--- src/rtl/fetch_ctrl.sv ---
// Instruction fetch controller.
// Issues one instruction-memory request at a time for the PC supplied by the
// fetch stage, hands returned words to the IF/ID register and stalls the PC
// register until a word is delivered. Handles load-use back-pressure with a
// one-entry hold buffer and branch redirects by squashing the in-flight fetch.
// A watchdog moves the controller into a sticky error state when memory stops
// making progress. Only reset leaves the error state.
module fetch_ctrl #(
  parameter int TIMEOUT = 16
) (
  input  logic        clk,
  input  logic        rst,
  input  logic [31:0] pc_i,
  input  logic        pcsrc_i,
  input  logic        pipe_stall_i,
  output logic        imem_req_o,
  output logic [31:0] imem_addr_o,
  input  logic        imem_gnt_i,
  input  logic        imem_rvalid_i,
  input  logic [31:0] imem_rdata_i,
  output logic        stall_pipeline_o,
  output logic        flush_o,
  output logic [31:0] instr_o,
  output logic        instr_valid_o,
  output logic        fetch_err_o
);

  localparam int                CNT_W    = $clog2(TIMEOUT + 1);
  localparam logic [CNT_W-1:0]  CNT_LAST = CNT_W'(TIMEOUT - 1);

  // S_WAIT: grant received, response still owed and wanted.
  // S_DROP: grant received, response still owed but must be thrown away.
  // S_HOLD: response captured in the buffer while decode is stalled.
  typedef enum logic [2:0] {
    S_IDLE = 3'd0,
    S_REQ  = 3'd1,
    S_WAIT = 3'd2,
    S_DROP = 3'd3,
    S_HOLD = 3'd4,
    S_ERR  = 3'd5
  } state_e;

  state_e           state_q, state_d;
  logic [CNT_W-1:0] cnt_q, cnt_d;
  logic [31:0]      buf_q, buf_d;
  logic             err_q, err_d;

  logic progress;   // memory moved forward this cycle (grant or response)
  logic timed;      // state in which the watchdog is running
  logic redirect;   // redirect that this state is allowed to act on

  assign progress = ((state_q == S_REQ) && imem_gnt_i) ||
                    (((state_q == S_WAIT) || (state_q == S_DROP)) && imem_rvalid_i);
  assign timed    = (state_q == S_REQ) || (state_q == S_WAIT) || (state_q == S_DROP);
  assign redirect = pcsrc_i && (state_q != S_IDLE) && (state_q != S_ERR);

  assign fetch_err_o = err_q;

  // Output decode: memory and pipeline controls follow the state and the
  // inputs in the same cycle so a zero-wait memory needs no bubble.
  always_comb begin
    // NOTE: every output gets a value before the case statement so that no
    // path leaves one unassigned, which would otherwise infer a latch.
    imem_req_o       = 1'b0;
    imem_addr_o      = 32'd0;
    stall_pipeline_o = 1'b1;
    flush_o          = 1'b0;
    instr_o          = 32'd0;
    instr_valid_o    = 1'b0;

    case (state_q)
      S_REQ: begin
        imem_req_o  = 1'b1;
        imem_addr_o = pc_i;
      end
      S_WAIT: begin
        if (imem_rvalid_i) begin
          instr_o          = imem_rdata_i;
          instr_valid_o    = 1'b1;
          stall_pipeline_o = pipe_stall_i;
        end
      end
      S_HOLD: begin
        instr_o          = buf_q;
        instr_valid_o    = 1'b1;
        stall_pipeline_o = pipe_stall_i;
      end
      default: ;
    endcase

    // A redirect lets the PC register load the target and kills whatever
    // instruction would have entered IF/ID, regardless of decode stalls.
    if (redirect) begin
      stall_pipeline_o = 1'b0;
      flush_o          = 1'b1;
      instr_valid_o    = 1'b0;
      instr_o          = 32'd0;
    end
  end

  // Next-state, hold buffer and watchdog computation.
  always_comb begin
    state_d = state_q;
    buf_d   = buf_q;
    err_d   = err_q;
    cnt_d   = cnt_q;

    case (state_q)
      S_IDLE: state_d = S_REQ;
      S_REQ: begin
        if (imem_gnt_i) begin
          // A grant taken in the redirect cycle fetched the stale PC.
          state_d = pcsrc_i ? S_DROP : S_WAIT;
        end
      end
      S_WAIT: begin
        if (imem_rvalid_i) begin
          if (!pcsrc_i && pipe_stall_i) begin
            state_d = S_HOLD;
            buf_d   = imem_rdata_i;
          end else begin
            state_d = S_REQ;
          end
        end else if (pcsrc_i) begin
          state_d = S_DROP;
        end
      end
      S_HOLD: begin
        if (pcsrc_i || !pipe_stall_i) begin
          state_d = S_REQ;
        end
      end
      S_DROP: begin
        // The owed response still has to be absorbed even if another
        // redirect arrives meanwhile; the PC register already holds it.
        if (imem_rvalid_i) begin
          state_d = S_REQ;
        end
      end
      S_ERR:   state_d = S_ERR;
      default: state_d = S_IDLE;
    endcase

    // The watchdog fires on the last allowed idle cycle and wins over any
    // other transition, including a redirect.
    if (timed && !progress && (cnt_q == CNT_LAST)) begin
      state_d = S_ERR;
      err_d   = 1'b1;
    end

    if ((state_d != state_q) || progress || !timed) begin
      cnt_d = '0;
    end else begin
      cnt_d = cnt_q + CNT_W'(1);
    end
  end

  // State registers with asynchronous reset.
  always_ff @(posedge clk or posedge rst) begin
    if (rst) begin
      state_q <= S_IDLE;
      cnt_q   <= '0;
      // NOTE: the hold buffer is a single register, not a memory array, so it
      // is cleared on reset along with the rest of the state.
      buf_q   <= 32'd0;
      err_q   <= 1'b0;
    end else begin
      // NOTE: non-blocking assignments so every register samples the values
      // computed from the previous state, independent of statement order.
      state_q <= state_d;
      cnt_q   <= cnt_d;
      buf_q   <= buf_d;
      err_q   <= err_d;
    end
  end

endmodule
--- config.mk ---
export PLATFORM = sky130hd
export DESIGN_NAME = fetch_ctrl
export DESIGN_NICKNAME = d
export VERILOG_FILES = /design/src/rtl/fetch_ctrl.sv
export SDC_FILE = /design/constraint.sdc
export NUM_CORES = 1
export LEC_CHECK = 0
export CAP_MARGIN = 20
export CELL_PAD_IN_SITES_DETAIL_PLACEMENT = 0
export CELL_PAD_IN_SITES_GLOBAL_PLACEMENT = 2
export CORE_UTILIZATION = 24
export DETAILED_ROUTE_END_ITERATION = 10
export HOLD_SLACK_MARGIN = 0.02
export PLACE_DENSITY_LB_ADDON = 0.1
export SLEW_MARGIN = 0
export SYNTH_ARGS = -nofsm -noshare
export SYNTH_HDL_FRONTEND = slang
export SYNTH_SLANG_ARGS = --single-unit
--- constraint.sdc ---
create_clock -name clk -period 3.1 [get_ports clk]
set_clock_uncertainty 0.1 [all_clocks]
set_input_delay 0.465 -clock clk [delete_from_list [all_inputs] [get_ports clk]]
set_output_delay 0.465 -clock clk [all_outputs]
set_load 0.005 [all_outputs]
# Word level (Yosys, flattened, before mapping)
# Cells that the tools add are included.
# op_classes
n_addsub	1
n_eq_ne	8
muxes	22
n_reduce_logical	21
# ops
op	n
$mux 32	3
$pmux 32 s2	1
$mux 3	7
$pmux 3 s6	1
$logic_and 1x1->1	7
$logic_or 1x1->1	7
$mux 1	7
$eq 3x2->1 const B	2
$eq 3x3->1 const B	2
$add 5x1->5 const B	1
$eq 5x4->1 const B	1
$mux 5	1
$logic_not 1->1	4
$pmux 1 s2	2
$eq 3x1->1 const B	1
$logic_not 3->1	1
$ne 3x3->1	1
$ne 3x3->1 const B	1
$reduce_and 3->1	1
$reduce_bool 3->1	1
# word_totals
reg_bits	41
input_bits	70
out_inout_bits	69
word_cells	56

# Depth between registers and ports, before layout
# Gate-level depths: netlist of the first run.
# depth
word_depth	12
mapped_depth	7

# Worst setup path before layout of the first run
# OpenSTA, ideal clock, no wires.
# synth_timing
path_type	reg-to-output
startpoint	register state_q[2]
endpoint	output imem_addr_o[10]
arrival_time_ns	1.311
required_ns	2.535
slack_ns	1.224
stages_incl_launch_ff	5
path_buffers	2
cell_sequence	dfrtp_1 buf_2 nor3_1 clkbuf_1 and2_1
# synth_via
elab_chain_cells	2
# synth_rtl
element	line	source
start, declared	43	state_e state_q, state_d;
start signal, assigned	170	state_q <= state_d;
$eq 3x1->1	71	case (state_q)
$mux 32	71	
end, declared	17	output logic [31:0] imem_addr_o,
# No other way between the ends.

# Final worst setup path of the first run
# layout_timing
startpoint	input imem_rvalid_i
endpoint	output instr_o[29]
# layout_via
elab_chain_cells	3
# layout_rtl
element	line	source
start, declared	19	input logic imem_rvalid_i,
$mux 32	77	if (imem_rvalid_i) begin
$pmux 32 s2	71	
$mux 32	93	if (redirect) begin
end, declared	23	output logic [31:0] instr_o,
# No other way between the ends.

==> flow_summary.ini, run 1 <==
[place]
place_hpwl_mm = 5.14
routabilityCongestion = 0.713
port_buffers = 138

[worst_setup_path]
critPathCaptureType = output port
crit_end = instr_o[29]
critPathLaunchType = primary input
cp.arrival_ps = 2250
r2r_cells = 6
cp_max_fo = 34
r2r_end = buf_q[22]
r2r_start = state_q[1]
startpoint = imem_rvalid_i
critPathKind = in2out
required_ps = 2530
rrSetupSlack_ps = 880

[timing]
worst_pin_slew_ps = 868
fin_crit_sh_pct = 90.8
max_clock_freq_mhz = 355
final_hold_viol_count = 0
rsz0062_at_grt = false
fin_crit_ps = 2810
drv_slew = 0
fin_setup_tns_ps = 0
final-setup-viol-count = 0
maxSlewHeadroom_pct = 42.0

[route]
drt_iter0_markers = 70
vias_per_cell = 4.46
drc = 0
wire_per_inst_um = 14.0
antenna_left = 0
num_vias = 2275
first_pass_iters = 4
postRouteWirelength_mm = 7.14

[logic_synthesis]
synth_top_family_by_area = simple AND/OR/NAND/NOR gates
syn_avg_cell_area_um2 = 10.3
yosys_register_bits = 41
ys_warn_count = 0
synth.mux.area_fraction_pct = 18.9
synth_xor_area_share_pct = 0.704
syn_nets = 314
yosys.area.top_type_share_pct = 41.2
yosys.area_share.simple_pct = 20.1
synth.distinct_cells = 32
synth_area_leader_cell = dfrtp_1
syn_inst = 242
synthTopCellsByArea = dfrtp_1 41%, mux2_4 18%, a22oi_1 10%
synthAdderAreaFrac_pct = 1.01
synth_compound_area_share_pct = 13.1
seq_area_frac_synth_pct = 41.2
mappedNetlistArea_um2 = 2490

[clock_tree]
hold_buffers = 0
clock_sinks = 41
cts.path.max_buffers = 2
cts_buffers = 5
root_buffer = clkbuf_8
clk_pin_slew_ps = 80
cts_resized = 0
clk_latency_ps = 280
htree_levels = 2
cts_tree = built
postCtsSetupBuffers = 0

[power_and_ir_drop]
vdd_drop_max_mv = 0.163
p_total_uw = 2000
power.density_nw_per_um2 = 486
leakage_uw = 0.00169

[grt]
grt_pass1_vias = 2417
grt_max_degree = 42
track_usage_pct = 13.8
grt_pass1_wl_mm = 12.1
grt-ovfl-total = 0
antenna_found_initial = 0

[worst_hold_path]
hold_class = reg2reg

[layout]
final_layout_size_suffix_gt1_share_pct = 14.9
nets = 448
nFillCells = 995
syn_to_final_growth_pct = 65.7
antenna_cells = 0

[outcome]
status = finished, final reports clean

[die]
start_util_pct = 25.1
rows = 36
die_area_um2 = 10800
io_pins = 139
coreArea_um2 = 9910
die_h_um = 104
die_x_um = 104

[job]
cap_violations = 0
-- worst min path at each step --
stage	to	slack, ps	depth (start not counted)	start
finish	cnt_q[0]	360	1	cnt_q[0]
global route	fetch_err_o	400	1	fetch_err_o
CTS	cnt_q[0]	360	1	cnt_q[0]
detailed placement	cnt_q[0]	350	1	cnt_q[0]
global placement	cnt_q[0]	350	1	cnt_q[0]
floorplan	cnt_q[0]	330	1	cnt_q[0]
-- sequential cells by signal, indices dropped and copies added (netlist names) --
name         flops
buf_q           32
fetch_err_o      1
state_q          3
cnt_q            5
-- power breakdown --
group          switching [µW]  internal, µW
clock                     195           241
combinational             255           518
sequential                105           689
-- cells in the mapped netlist, drive strengths merged --
library cell,n
or3,1
dfrtp,41
nand3,3
nor2b,4
ha,2
xnor2,1
inv,4
nor3,3
o21a,1
and3,1
nand2,5
mux2,32
clkbuf,6
and2,33
or3b,1
buf,13
o22a,1
o31a,2
nor2,43
xor2,1
a22oi,33
a21oi,2
o21ai,6
nand2b,3
-- metrics by stage --
step                utilization (%)  instances  instance area [µm²]  hold slack [ps]  setup WS, ps
floorplan                         -        242                 2490              331          1220
global placement               40.4        502                 4010              347           269
detailed placement             40.4        502                 4010              351           251
CTS                            41.6        510                 4120              361           249
global route                   41.6        510                 4120              401           107
finish                         41.6        510                 4120              360           286
-- placed cells by master (no fill, tap or decap), drive strengths merged, types with 4 or more instances in the layout --
cell type,n
nand2,5
clkbuf,5
buf,8
inv,4
and2,33
a22oi,33
o21ai,6
nor2,43
dfrtp,41
mux2,32
clkdlybuf4s50,138
nor2b,4
-- layer usage --
metal | vias to the layer above | part of all wire, % | GRT usage, %
li1 | 1098 | - | -
met1 | 1051 | 43 | 16.9
met2 | 124 | 46 | 22.8
met3 | 2 | 11 | 5.22
met4 | 0 | 0.60 | 3.37
met5 | - | 0 | 0
-- cell families (layout without fill, tap and decap cells) --
family	count (synthesis)	in the layout
and+or+nand+nor	97	97
DFF	41	41
buffers and inverters	23	158
adders and majority gates	2	2
AOI/OAI and AO/OA	45	45
xor gates and xnor gates	2	2
muxes	32	32
-- critical path: stages --
cell	delay [ps]
clkdlybuf4s50_1	510
nand2_1	110
nor3_4	180
buf_12	230
a22oi_1	110
nor2_1	120
clkdlybuf4s50_1	520
-- area by class of cell --
type	instances	area, µm²	share of cell area, %
repair buffers	146	1450	35.3
well taps	133	166	4.04
clock inverters	3	46.3	1.12
inverters	4	15.0	0.364
clock buffers	5	68.8	1.67
flip-flops and latches	41	1030	24.9
multi-input cells	178	1350	32.7
No activity file was read; power rests on OpenSTA's default activity.
==> run 2, diff against run 1 <==
ABC_AREA = 0   (was not set)
ABC_CLOCK_PERIOD_IN_PS = 3100   (was not set)
==> results of run 2 <==
Final layout, timing and power as in run 1 (identical DEF).
==> run 3, diff against run 2 <==
ABC_CLOCK_PERIOD_IN_PS = 2700   (was 3100)
CORE_UTILIZATION = 22   (was 24)
clock period = 2.7 ns   (was 3.1 ns; I/O delays follow)
==> run 3 against run 2 <==
Sequential power is 15% higher. Core utilization decreased by 2.2 points. Count of clock-buffer cells in the layout did not move. Power rose by 30%. Critical endpoint is now instr_o[18].
==> flow_summary.ini, run 3 (synthesized netlist as in run 1, its figures left out) <==
[timing]
rsz0062_at_grt = true
setup_ws_ps = 2.73
fin_crit_ps = 2700
final_hold_viol_count = 0
fin_crit_sh_pct = 99.9
whs_ps = 367
worst_pin_slew_ps = 542
max_clock_freq_mhz = 371
maxSlewHeadroom_pct = 63.9
final-setup-viol-count = 0
drv_slew = 0

[layout]
final_util_pct = 39.4
final_layout_size_suffix_gt1_share_pct = 17.0
final_cell_area_um2 = 4310
nets = 453
area.sequential_um2 = 1030
layout_commonest_cell = clkdlybuf4s50_1
syn_to_final_growth_pct = 73.2
antenna_cells = 0
regMostFlops = buf_q
final_cell_mix = 128 x clkdlybuf4s50_1, 43 x nor2_1, 38 x dfrtp_1
nFillCells = 1098
stdcell_count = 522
largest_register_ffs = 32
multiInputGateArea_um2 = 1350
reg.largest.list = buf_q (32), cnt_q (5), state_q (3)

[die]
start_util_pct = 22.7
rows = 38
die_x_um = 108
die_h_um = 108
io_pins = 139
coreArea_um2 = 10900
die_area_um2 = 11700

[grt]
grt_pass1_vias = 2358
grt_max_degree = 42
antenna_found_initial = 0
grt_pass1_wl_mm = 11.8
track_usage_pct = 13.0
grt-ovfl-total = 0

[power_and_ir_drop]
leakage_uw = 0.00195
vdd_drop_max_mv = 0.257
internal-power_uw = 1940
pwr-share-seq_pct = 35.2
power.density_nw_per_um2 = 602
power_frac_comb_pct = 35.5
switching_share_pct = 25.1
p_sw_uw = 651
p_clk_share_pct = 29.4

[route]
wire_per_inst_um = 14.2
drt_iter0_markers = 90
antenna_left = 0
num_vias = 2299
drc = 0
postRouteWirelength_mm = 7.42
first_pass_iters = 4
vias_per_cell = 4.40

[clock_tree]
cts.path.max_buffers = 2
htree_levels = 2
clk_latency_ps = 280
hold_buffers = 0
root_buffer = clkbuf_16
clk_pin_slew_ps = 60
clock_sinks = 41
cts_buffers = 5
cts_tree = built

[worst_hold_path]
worstHoldPathCells = 1
hold_class = reg2reg

[worst_setup_path]
cp_slowest_cell = clkdlybuf4s50_1
worst_path_most_repeated_cell = clkdlybuf4s50_1
cp_max_fo = 34
critPathCaptureType = output port
cp_top_family = buffers and inverters
worst-path-stages = 7
critPathKind = in2out
max_stage_delay_ps = 530
worst-path-buf-inv = 3
required_ps = 2190
path_cells = clkdlybuf4s50_1 > nand2_1 > nor3_4 > buf_12 > a22oi_1 > nor2_1 > clkdlybuf4s50_1
r2r_cells = 6
cp.arrival_ps = 2190
critPathLaunchType = primary input

[place]
dpl_worst_slack_ps = -9.51
place_hpwl_mm = 5.31
detailed_place.area_um2 = 4080
dp_cells = 514
port_buffers = 138
routabilityCongestion = 0.704

[job]
cap_violations = 0

[outcome]
status = finished, final reports clean
run 3: power groups by stage:
stage	registers, µW	clock network (µW)	logic (µW)
after global routing	933	810	1010
after CTS	910	784	939
after detailed placement	917	0	927
after floorplan	874	0	494
after global placement	910	0	937
final	912	762	920
run 3: what timing repair did:
| item | 4_1_cts | 5_1_grt |
|---|---|---|
| gates resized for setup | 3 | 13 |
| pin swaps | 0 | 0 |
| setup endpoints to repair | 3 | 30 |
| setup buffers | 0 | 0 |
| cloned | 0 | 0 |
run 3: metal layers:
layer	GRT usage (%)	part of all wire (%)	wire, µm
met1	16.2	44	3260
met3	4.52	9.8	727
met4	3.76	1.0	77
met2	21.1	45	3350
met5	0	0	0
run 3: metrics by stage:
stage	TNS [ps]	total power [µW]
4_1_cts	0	2630
6_report	0	2590
3_3_place_gp	-13.3	1850
2_1_floorplan	0	1370
3_5_place_dp	-9.51	1840
5_1_grt	-114	2750
run 3: final cells by class:
class                           instances  area share (%)
Timing Repair Buffer                  151            36.0
Clock inverter                          3            1.51
Multi-Input combinational cell        178            31.3
Inverter                                4           0.349
Tap cell                              140            4.07
Clock buffer                            5            2.90
Sequential cell                        41            23.9
run 3: path summary, 6_finish.rpt:
path	start	end	slack [ps]
min in group asynchronous	rst	buf_q[23]	480
max	imem_rvalid_i	instr_o[18]	3
min reg2reg	cnt_q[0]	cnt_q[0]	370
max reg2reg	state_q[1]	buf_q[16]	780
max in group asynchronous	rst	state_q[1]	1620
min	cnt_q[0]	cnt_q[0]	370
